## config.mk

```make
export PLATFORM = sky130hd
export DESIGN_NAME = note_player_flat
export DESIGN_NICKNAME = d
export VERILOG_FILES = /design/src/rtl/note_player_pkg.sv /design/src/rtl/note_player_if.sv /design/src/rtl/note_player_tone_period_lut.sv /design/src/rtl/note_player.sv /design/src/flat_wrapper.sv
export SDC_FILE = /design/constraint.sdc
export NUM_CORES = 1
export LEC_CHECK = 0
export BUFFER_PORTS_ARGS = -buffer_cell sky130_fd_sc_hd__buf_2
export CORE_MARGIN = 5
export CORE_UTILIZATION = 50
export DETAILED_ROUTE_END_ITERATION = 6
export PLACE_DENSITY = 0.69
export SLEW_MARGIN = 40
export SYNTH_ARGS = -nofsm -noshare
export SYNTH_HDL_FRONTEND = slang
export SYNTH_HIERARCHICAL = 1
export SYNTH_SLANG_ARGS = --single-unit
```

## constraint.sdc

```tcl
create_clock -name clk -period 12.3 [get_ports clk]
set_clock_uncertainty 0.05 [all_clocks]
set_input_delay 1.845 -clock clk [delete_from_list [all_inputs] [get_ports clk]]
set_output_delay 1.845 -clock clk [all_outputs]
set_load 0.05 [all_outputs]
```

## src/rtl/note_player_pkg.sv

```systemverilog
// note_player_pkg: shared field widths, note constants, tone table and FSM/triple types
package note_player_pkg;
  localparam int OCTAVE_BITS = 3;
  localparam int NOTE_BITS = 3;
  localparam int LENGTH_BITS = 3;
  localparam logic [NOTE_BITS-1:0] NOTE_REST = 3'd7;
  localparam logic [OCTAVE_BITS-1:0] MID_OCTAVE = 3'd4;
  localparam logic [LENGTH_BITS-1:0] LEN_MAX = 3'd6;
  localparam int F_CHZ [7] = '{26163, 29366, 32963, 34923, 39200, 44000, 49388};
  typedef enum logic [1:0] {S_IDLE, S_PLAY, S_GAP} state_t;
  typedef struct packed {
    logic [OCTAVE_BITS-1:0] octave;
    logic [NOTE_BITS-1:0] note;
    logic [LENGTH_BITS-1:0] length;
  } triple_t;
endpackage

```

## src/rtl/note_player_if.sv

```systemverilog
// note_player_if: sequencer<->player link; master drives start/stop/octave/note/length, slave returns ready/busy/done/speaker
interface note_player_if;
  import note_player_pkg::*;
  logic start;
  logic stop;
  logic [OCTAVE_BITS-1:0] octave;
  logic [NOTE_BITS-1:0] note;
  logic [LENGTH_BITS-1:0] length;
  logic ready;
  logic busy;
  logic done;
  logic speaker;
  modport master(output start, stop, octave, note, length, input ready, busy, done, speaker);
  modport slave(input start, stop, octave, note, length, output ready, busy, done, speaker);
endinterface

```

## src/rtl/note_player_tone_period_lut.sv

```systemverilog
// note_player_tone_period_lut: combinational (i_octave, i_note) -> o_hp tone half-period in clk cycles, clamped to >= 2
module note_player_tone_period_lut import note_player_pkg::*; #(
  parameter int CLK_HZ = 100_000_000,
  parameter int HP_BITS = 24
) (
  input  logic [OCTAVE_BITS-1:0] i_octave,
  input  logic [NOTE_BITS-1:0]   i_note,
  output logic [HP_BITS-1:0]     o_hp
);
  localparam logic [63:0] K = 64'(CLK_HZ) * 64'd50;
  localparam logic [63:0] BASE [8] = '{
    K / 64'(F_CHZ[0]), K / 64'(F_CHZ[1]), K / 64'(F_CHZ[2]), K / 64'(F_CHZ[3]),
    K / 64'(F_CHZ[4]), K / 64'(F_CHZ[5]), K / 64'(F_CHZ[6]), 64'd2
  };
  logic [63:0] w_sh;
  always_comb begin
    w_sh = i_octave < MID_OCTAVE ? BASE[i_note] << (MID_OCTAVE - i_octave)
                                 : BASE[i_note] >> (i_octave - MID_OCTAVE);
    o_hp = w_sh < 64'd2 ? HP_BITS'(2) : HP_BITS'(w_sh);
  end
endmodule

```

## src/rtl/note_player.sv

```systemverilog
// note_player: plays one latched {octave,note,length} as a square wave then a silent gap; ports clk, rst_n, bus (slave: start/stop/triple in, ready/busy/done/speaker out)
module note_player import note_player_pkg::*; #(
  parameter int CLK_HZ = 100_000_000,
  parameter int UNIT_MS = 62,
  parameter int GAP_MS = 10,
  parameter int HP_BITS = 24
) (
  input logic clk,
  input logic rst_n,
  note_player_if.slave bus
);
  localparam int PRE_N = CLK_HZ / 1000;
  localparam int PRE_W = $clog2(PRE_N) > 0 ? $clog2(PRE_N) : 1;
  localparam int DUR_MAX = (UNIT_MS << 6) > GAP_MS ? (UNIT_MS << 6) : GAP_MS;
  localparam int MS_W = $clog2(DUR_MAX + 1);
  state_t r_state, w_next;
  triple_t r_trip;
  logic [PRE_W-1:0] r_pre;
  logic [MS_W-1:0] r_ms, w_target;
  logic [HP_BITS-1:0] r_hc, w_hp;
  logic [LENGTH_BITS-1:0] w_len;
  logic r_spk, r_done, w_tick, w_last, w_accept, w_rest;
  note_player_tone_period_lut #(.CLK_HZ(CLK_HZ), .HP_BITS(HP_BITS)) u_lut (
    .i_octave(r_trip.octave),
    .i_note(r_trip.note),
    .o_hp(w_hp)
  );
  always_comb begin
    w_accept = r_state == S_IDLE && bus.start && !bus.stop;
    w_tick = r_pre == PRE_W'(PRE_N - 1);
    w_len = r_trip.length > LEN_MAX ? LEN_MAX : r_trip.length;
    w_target = r_state == S_PLAY ? MS_W'(UNIT_MS << w_len) : MS_W'(GAP_MS);
    w_last = w_tick && r_ms + MS_W'(1) == w_target;
    w_rest = r_trip.note == NOTE_REST;
  end
  always_ff @(posedge clk or negedge rst_n)
    if (!rst_n) r_state <= S_IDLE;
    else r_state <= w_next;
  always_comb
    w_next = r_state == S_IDLE ? (w_accept ? S_PLAY : S_IDLE) :
             bus.stop ? S_IDLE :
             !w_last ? r_state :
             (r_state == S_PLAY && GAP_MS != 0) ? S_GAP : S_IDLE;
  always_comb begin
    bus.ready = r_state == S_IDLE;
    bus.busy = r_state != S_IDLE;
    bus.done = r_done;
    bus.speaker = r_spk;
  end
  // Prescaler and ms counter sit at zero in IDLE, so an accept always starts from an exact tick boundary.
  always_ff @(posedge clk or negedge rst_n)
    if (!rst_n) begin
      r_trip <= '0;
      r_pre <= '0;
      r_ms <= '0;
      r_hc <= '0;
      r_spk <= 1'b0;
      r_done <= 1'b0;
    end else begin
      if (w_accept) r_trip <= {bus.octave, bus.note, bus.length};
      r_pre <= (r_state == S_IDLE || w_tick) ? '0 : r_pre + PRE_W'(1);
      r_ms <= (r_state == S_IDLE || w_last) ? '0 : w_tick ? r_ms + MS_W'(1) : r_ms;
      r_hc <= r_state == S_PLAY ? (r_hc == w_hp ? HP_BITS'(1) : r_hc + HP_BITS'(1)) :
              w_accept ? HP_BITS'(1) : '0;
      r_spk <= w_accept ? bus.note != NOTE_REST :
               r_state == S_PLAY && w_next == S_PLAY && !w_rest && (r_hc == w_hp ? !r_spk : r_spk);
      // A stop-driven return to IDLE is an abort and must not report completion.
      r_done <= r_state != S_IDLE && w_next == S_IDLE && !bus.stop;
    end
endmodule

```

## src/flat_wrapper.sv

```systemverilog
// flat-port wrapper written by rule: the top's interface ports become plain ports
module note_player_flat import note_player_pkg::*;
#(
  parameter int CLK_HZ = 100_000_000,
  parameter int UNIT_MS = 62,
  parameter int GAP_MS = 10,
  parameter int HP_BITS = 24
)
  (clk, rst_n, bus_start, bus_stop, bus_octave, bus_note, bus_length, bus_ready, bus_busy, bus_done, bus_speaker);
  note_player_if bus_i ();
  input logic clk;
  input logic rst_n;
  input wire logic [$bits(bus_i.start)-1:0] bus_start;
  input wire logic [$bits(bus_i.stop)-1:0] bus_stop;
  input wire logic [$bits(bus_i.octave)-1:0] bus_octave;
  input wire logic [$bits(bus_i.note)-1:0] bus_note;
  input wire logic [$bits(bus_i.length)-1:0] bus_length;
  output wire logic [$bits(bus_i.ready)-1:0] bus_ready;
  output wire logic [$bits(bus_i.busy)-1:0] bus_busy;
  output wire logic [$bits(bus_i.done)-1:0] bus_done;
  output wire logic [$bits(bus_i.speaker)-1:0] bus_speaker;
  assign bus_i.start = bus_start;
  assign bus_i.stop = bus_stop;
  assign bus_i.octave = bus_octave;
  assign bus_i.note = bus_note;
  assign bus_i.length = bus_length;
  assign bus_ready = bus_i.ready;
  assign bus_busy = bus_i.busy;
  assign bus_done = bus_i.done;
  assign bus_speaker = bus_i.speaker;
  note_player #(.CLK_HZ(CLK_HZ), .UNIT_MS(UNIT_MS), .GAP_MS(GAP_MS), .HP_BITS(HP_BITS)) u_core (.clk(clk), .rst_n(rst_n), .bus(bus_i));
endmodule
```

==> flow_summary_export.csv, run 1 <==
group,metric,value,unit
sta,whs,0.4437,ns
floorplanning,core,11520,um^2
yosys,synth_seq_cells,66,
worst_setup_path,regToRegSetupSlack,6.82,ns
sta,finalSetupViolCount,0,
worst_setup_path,crit_type,"reg -> reg",
worst_setup_path,start_kind,"flip-flop",
sta,slew_violations,0,
run_status,outcome,"finished clean",
worst_setup_path,worstReg2RegStart,"u_core/r_trip[7]",
hold_path,hold_path_depth,1,
global_route,grt_util_all_layers,0.2377,
yosys,synth_compound_area_frac,0.1844,
job,maxCapViolCount,0,
floorplanning,die_h,118.8,um
hold_path,hold_end,"u_core/r_pre[0]",
worst_setup_path,worstPathArrival,5.62,ns
yosys,synth-simple-area-share,0.2706,
power_and_ir_drop,peakVddDrop,129.2,uV
worst_setup_path,cp_max_fo,40,
global_route,grt_antenna_before_repair,0,
routing,top_layer_used,"met4",
sta,setup_tns,0,ns
yosys,postSynthAreaPerCell,8.312,um^2
routing,wl_met2,7.194,mm
sta,rsz0062_at_grt,"no",
routing,totalWireLength,16.52,mm
routing,wl_met1,7.656,mm
sta,fin_crit_sh,0.4453,
hold_path,min_from,"u_core/r_pre[0]",
clock_tree,clockBufferDepth,2,
worst_setup_path,rr_worst_depth,16,
yosys,synth_top_family_by_area,"simple AND/OR/NAND/NOR gates",
worst_setup_path,crit_required,12.44,ns
clock_tree,cts_tree,"built",
power_and_ir_drop,leakagePower,2.399,nW
yosys,synthAdderAreaFrac,0.02326,
sta,worstMarginPinSlew,0.8024,ns
cells_and_area,layout-drive-gt1-share,0.1171,
cells_and_area,diodes,0,
global_route,overflow,0,
sta,hold_viol,0,
yosys,ys_top_cells_by_count,"nor2_1, dfrtp_1, nand2_1, o21ai_0",
clock_tree,clock_latency,0.33,ns
worst_setup_path,worstReg2RegEnd,"u_core/r_hc[22]",
global_route,grt_max_degree,67,
placed_design,dp.cells,827,
floorplanning,num_io_pins,17,
floorplanning,rows,39,
yosys,synth-xor-area-share,0.1140,
routing,num_vias,5412,
yosys,synth_seq_area_share,0.2791,
routing,dr.first_iter.drc_count,733,
clock_tree,clock_sinks,66,
yosys,yosysMostFrequentCell,"nor2_1",
cells_and_area,fin_cells,843,
routing,dr.pass1.iters,6,
placed_design,hpwl,11.72,mm
clock_tree,ctsHoldBuffers,0,
routing,drc,0,
worst_setup_path,cp-end-kind,"flip-flop",
yosys,synth_top_cell_by_area,"dfrtp_1",
power_and_ir_drop,power,0.001039,W
clock_tree,cts_setup_buffers,0,
power_and_ir_drop,power_density,168.5,nW/um^2
yosys,syn_area,5918,um^2
yosys,synth_ff_type,"dfrtp_1",
floorplanning,start_util,0.5139,
cells_and_area,final_nets,720,
sta,maxSlewHeadroom,0.4650,
yosys,yosys_warnings,6,
clock_tree,cts_resized,0,
yosys,synth_mux_area_frac,0.05877,
global_route,grt_pass1_vias,5199,
sta,fmax,182.6,MHz
yosys,async_flop_share,1.000,
floorplanning,fp.dieW,118.8,um
placed_design,gp_congestion,1.009,
routing,via_per_inst,6.420,
clock_tree,clock_tree.root_cell,"clkbuf_16",
yosys,synth_edf_count,0,
cells_and_area,area_delta_synth_final,4.165,%
yosys,synth_fp_nets,736,
routing,wl_per_cell,19.60,um
yosys,yosys.area.top_type_share,0.2791,
yosys,synth_area_leaders,"dfrtp_1, xnor2_1, nor2_1",
yosys,syn_inst,712,
clock_tree,clk_pin_slew_worst_paths,0.05,ns
clock_tree,cts_buffers,9,
clock_tree,htreeDepth,3,
routing,ant_nets,0,
yosys,ys_types,84,
sta,finalCriticalPeriod,5.478,ns
placed_design,numPortBuffers,16,
global_route,grt_pass1_wl,27.30,mm
routing,met3_length,1.103,mm
hold_path,hold_path_class,"reg -> reg",
floorplanning,die_area,14110,um^2
## state kept, by name (all words and copies together), names as in the netlist
name and flops:
u_core/r_hc 24, u_core/r_state 2, u_core/r_pre 17, u_core/bus.speaker 1
u_core/r_trip 9, u_core/r_ms 12, u_core/bus.done 1
## stage by stage
step                cell area [um^2]  utilization  worst slack, ns
global route                    6165       0.5353            6.376
detailed placement              5867       0.5095            6.859
CTS                             6153       0.5343            6.870
floorplan                       5918            -            8.196
global placement                5861       0.5089            7.041
finish                          6165       0.5353            6.822
## metal layers
layer / up-vias / track usage
met5: - / 0
met4: 0 / 0.09558
met3: 50 / 0.04919
met1: 2567 / 0.3460
met2: 242 / 0.3432
li1: 2553 / -
## worst max-delay path by stage
stage / startpoint / end / slack (ns) / cells past startpoint
after floorplan: u_core/r_trip[6] / u_core/r_hc[10] / 8.20 / 19
after detailed placement: u_core/r_trip[7] / u_core/r_hc[16] / 6.86 / 16
final: u_core/r_trip[7] / u_core/r_hc[22] / 6.82 / 16
after CTS: u_core/r_trip[7] / u_core/r_hc[16] / 6.87 / 16
after global routing: u_core/r_trip[7] / u_core/r_hc[12] / 6.38 / 16
after global placement: u_core/r_trip[7] / u_core/r_hc[4] / 7.04 / 16
## placed cells by master (no fill, tap or decap), types with 5 or more instances in the layout
master | synthesis | final
nor2_1 | 86 | 86
dfrtp_1 | 66 | 66
nand2_1 | 48 | 48
o21ai_0 | 45 | 45
nand3_1 | 44 | 44
xnor2_1 | 44 | 44
a21oi_1 | 33 | 33
xor2_1 | 33 | 33
buf_2 | 9 | 16
nand4_1 | 15 | 15
and3_1 | 13 | 13
nor3_1 | 13 | 13
mux2_2 | 13 | 13
inv_1 | 12 | 12
ha_1 | 11 | 11
nand2b_1 | 10 | 10
nor4_1 | 10 | 10
clkbuf_16 | 0 | 9
a31oi_1 | 9 | 9
o211ai_1 | 9 | 9
nor2b_1 | 8 | 8
and2_1 | 8 | 8
or2_2 | 7 | 7
mux2i_1 | 7 | 7
o31ai_1 | 7 | 7
o221ai_1 | 7 | 7
nor3b_1 | 7 | 6
o22ai_1 | 6 | 6
or3_1 | 5 | 5
and4_1 | 5 | 5
## cell type report
cell class              count  area [um^2]
inverters                  16        62.56
repair buffers             21        121.4
fillers                  1097         5351
flip-flops and latches     66         1652
clock inverters             3        40.04
multi-input cells         582         3864
well taps                 143        178.9
clock buffers              12        246.5
## logic make-up after synthesis
kind of cell,count (synthesis)
buffers and inverters,64
flip-flops,66
adder cells (fa/ha/maj),11
multiplexers,27
AO/OA/AOI/OAI,164
AND/OR/NAND/NOR,303
XOR/XNOR,77
## critical path, cell delays in order, from the launching register on
cell and delay [ns]:
dfrtp_1 0.80, inv_2 0.29, ha_1 0.57, buf_4 0.41
mux4_2 0.58, o221a_2 0.29, a31oi_1 0.24, a21oi_1 0.12
nor4_2 0.26, nand4_1 0.13, and2_1 0.17, xnor2_1 0.15
nand4_1 0.10, nor4_1 0.23, nand3_1 0.20, nand2_1 0.61
nor2_1 0.12
## power breakdown
part	total (W)	internal [W]	switching (W)
combinational	0.000532	0.000197	0.000335
clock	0.000252	0.000161	0.0000916
sequential	0.000255	0.000226	0.0000296
Note: power is estimated with default switching activity, not from simulation.
==> run 2: changes to the inputs <==
PLACE_DENSITY = 0.72   (was 0.69)
clock period = 4.6 ns   (was 12.3 ns; I/O delays follow)
==> flow_summary_export.csv, run 2 (synthesis results as in run 1) <==
group,metric,value,unit
power_and_ir_drop,power,0.003034,W
routing,via_per_inst,6.518,
cells_and_area,largest_reg_flops,24,
clock_tree,clk_pin_slew_worst_paths,0.06,ns
sta,rsz0062_at_grt,"no",
global_route,grt_util_all_layers,0.2494,
sta,hold_viol,0,
floorplanning,num_io_pins,17,
sta,maxSlewHeadroom,0.5303,
clock_tree,htreeDepth,3,
cells_and_area,layout_common_cells,"nor2_1, dfrtp_1, nand2_1",
floorplanning,die_h,118.8,um
worst_setup_path,worstPathArrival,4.43,ns
routing,wl_per_cell,20.20,um
clock_tree,clock_tree.root_cell,"clkbuf_16",
placed_design,hpwl,12.81,mm
global_route,grt_pass1_vias,5266,
power_and_ir_drop,leakagePower,2.520,nW
worst_setup_path,cp_max_fo,22,
sta,slew_violations,0,
sta,setup_tns,0,ns
routing,num_vias,5625,
global_route,overflow,0,
global_route,grt_max_degree,58,
cells_and_area,post-route-util,0.5545,
job,maxCapViolCount,0,
hold_path,hold_path_class,"in -> async",
worst_setup_path,cp-end-kind,"flip-flop",
cells_and_area,layout-drive-gt1-share,0.1472,
cells_and_area,final_nets,739,
sta,fin_crit_sh,0.9254,
routing,dr.pass1.iters,6,
placed_design,gp_congestion,1.014,
routing,drc,0,
worst_setup_path,rr_worst_depth,17,
power_and_ir_drop,power_density,475.1,nW/um^2
floorplanning,fp.dieW,118.8,um
worst_setup_path,crit_type,"reg -> reg",
clock_tree,cts_tree,"built",
clock_tree,cts_buffers,9,
floorplanning,core,11520,um^2
clock_tree,clock_latency,0.34,ns
cells_and_area,final_common_cell,"nor2_1",
cells_and_area,largest_register,"u_core/r_hc",
placed_design,place_ws,0.2266,ns
sta,finalCriticalPeriod,4.257,ns
floorplanning,die_area,14110,um^2
routing,ant_nets,0,
cells_and_area,top_regs,"u_core/r_hc (24), u_core/r_pre (17), u_core/r_ms (12)",
power_and_ir_drop,peakVddDrop,348.0,uV
routing,dr.first_iter.drc_count,749,
routing,totalWireLength,17.43,mm
worst_setup_path,start_kind,"flip-flop",
global_route,grt_pass1_wl,28.35,mm
global_route,grt_antenna_before_repair,0,
run_status,outcome,"finished clean",
cells_and_area,area_delta_synth_final,7.907,%
sta,fin_ws,0.3432,ns
clock_tree,clock_sinks,66,
floorplanning,start_util,0.5139,
sta,whs,0.2699,ns
sta,worstMarginPinSlew,0.7031,ns
cells_and_area,nFillCells,1053,
sta,fmax,234.9,MHz
worst_setup_path,crit_required,4.77,ns
sta,finalSetupViolCount,0,
clock_tree,ctsHoldBuffers,0,
floorplanning,rows,39,
clock_tree,clockBufferDepth,2,
placed_design,numPortBuffers,16,
cells_and_area,diodes,0,
[run 2: cell types whose count changed in the layout (fill, tap and decap cells not counted)]
cell	previous run	this run
clkbuf_1	2	0
clkinv_2	2	1
buf_2	16	15
ha_4	0	1
buf_6	1	0
clkinv_4	0	1
bufinv_16	1	3
ha_2	0	1
inv_6	0	1
ha_1	11	9
buf_4	4	25
[run 2: stage by stage]
stage / cells / instance area [um^2]
finish: 863 / 6386
global route: 863 / 6386
CTS: 863 / 6371
detailed placement: 847 / 6020
global placement: 847 / 6011
floorplan: 712 / 5918
[run 2: per-layer routing]
metal,global-route usage,part of all wire,routed length (um),vias to the layer above
li1,-,-,-,2598
met4,0.08545,0.028,481,0
met5,0,0,0,-
met1,0.3558,0.45,7882,2693
met3,0.04967,0.076,1316,45
met2,0.3776,0.44,7749,289
[run 2: timing repair]
item | 4_1_cts | 5_1_grt
gates resized for setup | 0 | 3
endpoints found under the hold margin | 0 | 0
endpoints found under the setup margin | 0 | 23
setup buffers | 0 | 0
[run 2: final cells by class]
| cell class | count | area [um^2] | area share |
|---|---|---|---|
| Clock buffer | 10 | 239.0 | 0.03742 |
| Timing Repair Buffer | 40 | 262.8 | 0.04114 |
| Sequential cell | 66 | 1652 | 0.2586 |
| Inverter | 16 | 62.56 | 0.009796 |
| Clock inverter | 6 | 112.6 | 0.01763 |
| Multi-Input combinational cell | 582 | 3879 | 0.6074 |
| Tap cell | 143 | 178.9 | 0.02802 |
[run 2: critical path, stage by stage, from the launching register on]
cell and delay [ns]:
dfrtp_1 0.45, inv_1 0.22, ha_1 0.37, inv_1 0.15, mux4_2 0.52, o22ai_1 0.36, mux2i_1 0.12, o21ai_0 0.39
nor3_1 0.11, nand4_1 0.14, and2_1 0.15, xnor2_1 0.13, nand4_1 0.10, nor4_1 0.22, nand3_1 0.20, nand2_1 0.12
buf_4 0.25, nor2_1 0.08
[run 2: report_power, final]
group          switching [W]  total, W  leakage (nW)  internal (W)
clock network       0.000265  0.000810         0.173      0.000546
registers          0.0000433  0.000648         0.897      0.000604
logic               0.000983   0.00158          1.45      0.000594
[run 2: final timing paths]
kind	startpoint	to	slack, ns
max	u_core/r_trip[4]	u_core/r_hc[21]	0.34
min	rst_n	u_core/r_hc[17]	0.27
max reg2reg	u_core/r_trip[4]	u_core/r_hc[21]	0.34
min reg2reg	u_core/r_pre[0]	u_core/r_pre[0]	0.44
max in group asynchronous	rst_n	u_core/bus.done	3.49
min in group clk	u_core/r_pre[0]	u_core/r_pre[0]	0.44
==> run 3: changes to the inputs <==
CORE_MARGIN = 2   (was 5)
==> flow_summary_export.csv, run 3 (synthesis results as in run 1) <==
group,metric,value,unit
worst_setup_path,cp_cell_sequence,"inv_1 -> ha_1 -> mux4_2 -> o221a_2 -> a31oi_1 -> a21oi_1 -> nor4_2 -> nand4_1 -> and2_1 -> xnor2_1 -> nand4_1 -> nor4_1 -> nand3_1 -> nand2_1 -> buf_4 -> nor2_1",
placed_design,gp_congestion,1.025,
routing,via_per_inst,6.311,
worst_setup_path,cp_max_fo,22,
routing,wl_per_cell,18.50,um
global_route,grt_pass1_wl,26.66,mm
power_and_ir_drop,leakagePower,2.476,nW
worst_setup_path,cp-end-kind,"flip-flop",
routing,dr.first_iter.drc_count,657,
clock_tree,clock_latency,0.33,ns
worst_setup_path,crit_required,4.76,ns
floorplanning,fp.dieW,112.8,um
clock_tree,cts_setup_buffers,0,
routing,num_vias,5421,
routing,drc,0,
worst_setup_path,crit_top_cell,"nand4_1",
sta,maxSlewHeadroom,0.5789,
clock_tree,ctsHoldBuffers,0,
sta,hold_viol,0,
worst_setup_path,cp_slowest_cell,"mux4_2",
worst_setup_path,worst-path-buf-inv,2,
cells_and_area,area_delta_synth_final,6.469,%
floorplanning,die_area,12720,um^2
floorplanning,die_h,112.8,um
cells_and_area,largest_reg_flops,24,
routing,totalWireLength,15.89,mm
clock_tree,cts_buffers,9,
global_route,grt_max_degree,58,
clock_tree,cts_resized,0,
cells_and_area,layout-drive-gt1-share,0.1425,
worst_setup_path,crit_type,"reg -> reg",
cells_and_area,largest_register,"u_core/r_hc",
clock_tree,clock_sinks,66,
floorplanning,core,11470,um^2
clock_tree,cts_tree,"built",
sta,fmax,236.6,MHz
worst_setup_path,crit_family,"simple AND/OR/NAND/NOR gates",
worst_setup_path,worstPathArrival,4.38,ns
clock_tree,clock_tree.root_cell,"clkbuf_16",
sta,finalSetupViolCount,0,
cells_and_area,final_nets,736,
hold_path,hold_path_class,"in -> async",
floorplanning,num_io_pins,17,
global_route,overflow,0,
sta,setup_tns,0,ns
worst_setup_path,start_kind,"flip-flop",
global_route,grt_pass1_vias,5261,
global_route,grt_antenna_before_repair,0,
power_and_ir_drop,peakVddDrop,290.1,uV
floorplanning,rows,39,
placed_design,numPortBuffers,16,
power_and_ir_drop,power,0.002802,W
floorplanning,start_util,0.5161,
clock_tree,clk_pin_slew_worst_paths,0.05,ns
cells_and_area,nFillCells,1025,
clock_tree,htreeDepth,3,
routing,dr.pass1.iters,6,
cells_and_area,final_common_cell,"nor2_1",
run_status,outcome,"finished clean",
sta,whs,0.2939,ns
sta,slew_violations,0,
power_and_ir_drop,power_density,444.7,nW/um^2
sta,worstMarginPinSlew,0.6250,ns
global_route,grt_util_all_layers,0.2575,
cells_and_area,top_regs,"u_core/r_hc (24), u_core/r_pre (17), u_core/r_ms (12)",
sta,fin_crit_sh,0.9188,
clock_tree,clockBufferDepth,2,
cells_and_area,layout_common_cells,"nor2_1, dfrtp_1, nand2_1",
routing,ant_nets,0,
sta,rsz0062_at_grt,"no",
worst_setup_path,slowest_delay,0.61,ns
job,maxCapViolCount,0,
sta,finalCriticalPeriod,4.227,ns
cells_and_area,diodes,0,
placed_design,hpwl,11.75,mm
## run 3: layout make-up
| class | instances | area, um^2 | area share |
|---|---|---|---|
| Clock inverter | 1 | 7.507 | 0.001191 |
| Multi-Input combinational cell | 582 | 3875 | 0.6150 |
| Inverter | 16 | 62.56 | 0.009929 |
| Timing Repair Buffer | 37 | 240.2 | 0.03813 |
| Sequential cell | 66 | 1653 | 0.2623 |
| Clock buffer | 14 | 284.0 | 0.04508 |
| Tap cell | 143 | 178.9 | 0.02840 |
## run 3: power breakdown
part / internal (W) / leakage (nW) / switching, W
Clock: 0.000420 / 0.141 / 0.000230
Combinational: 0.000575 / 1.44 / 0.000928
Sequential: 0.000605 / 0.896 / 0.0000446
Total: 0.00160 / 2.48 / 0.00120
## run 3: worst register-to-register path, stage by stage, from the launching register on
cell and delay [ns]:
dfrtp_1 0.34, inv_1 0.06, ha_1 0.56, mux4_2 0.61, o221a_2 0.31, a31oi_1 0.31
a21oi_1 0.13, nor4_2 0.28, nand4_1 0.14, and2_1 0.17, xnor2_1 0.15, nand4_1 0.11
nor4_1 0.23, nand3_1 0.20, nand2_1 0.11, buf_4 0.24, nor2_1 0.09
## run 3: worst paths after layout
path                               endpoint  depth (start not counted)        startpoint  slack, ns
setup / recovery            u_core/r_hc[10]                         16  u_core/r_trip[6]       0.37
hold / removal              u_core/r_hc[17]                          1             rst_n       0.29
setup reg to reg            u_core/r_hc[10]                         16  u_core/r_trip[6]       0.37
hold reg to reg             u_core/r_pre[0]                          1   u_core/r_pre[0]       0.44
max in group asynchronous  u_core/r_pre[16]                          2             rst_n       3.47
min in group clk            u_core/r_pre[0]                          1   u_core/r_pre[0]       0.44
## run 3: layer usage
metal / wire, um / part of all wire / up-vias / global-route usage
met5: 0 / 0 / - / 0
met4: 494 / 0.031 / 0 / 0.09106
met3: 1135 / 0.071 / 49 / 0.04928
met2: 7198 / 0.45 / 261 / 0.4000
met1: 7066 / 0.44 / 2521 / 0.3605
li1: - / - / 2590 / -
## run 3: per-stage QoR
stage / setup slack (ns) / cells / instance area [um^2] / utilization
floorplan: 0.4960 / 712 / 5918 / -
global placement: 0.3902 / 844 / 5988 / 0.5222
detailed placement: 0.3440 / 844 / 5997 / 0.5230
CTS: 0.3321 / 859 / 6289 / 0.5484
global route: 0.04677 / 859 / 6301 / 0.5495
finish: 0.3735 / 859 / 6301 / 0.5495
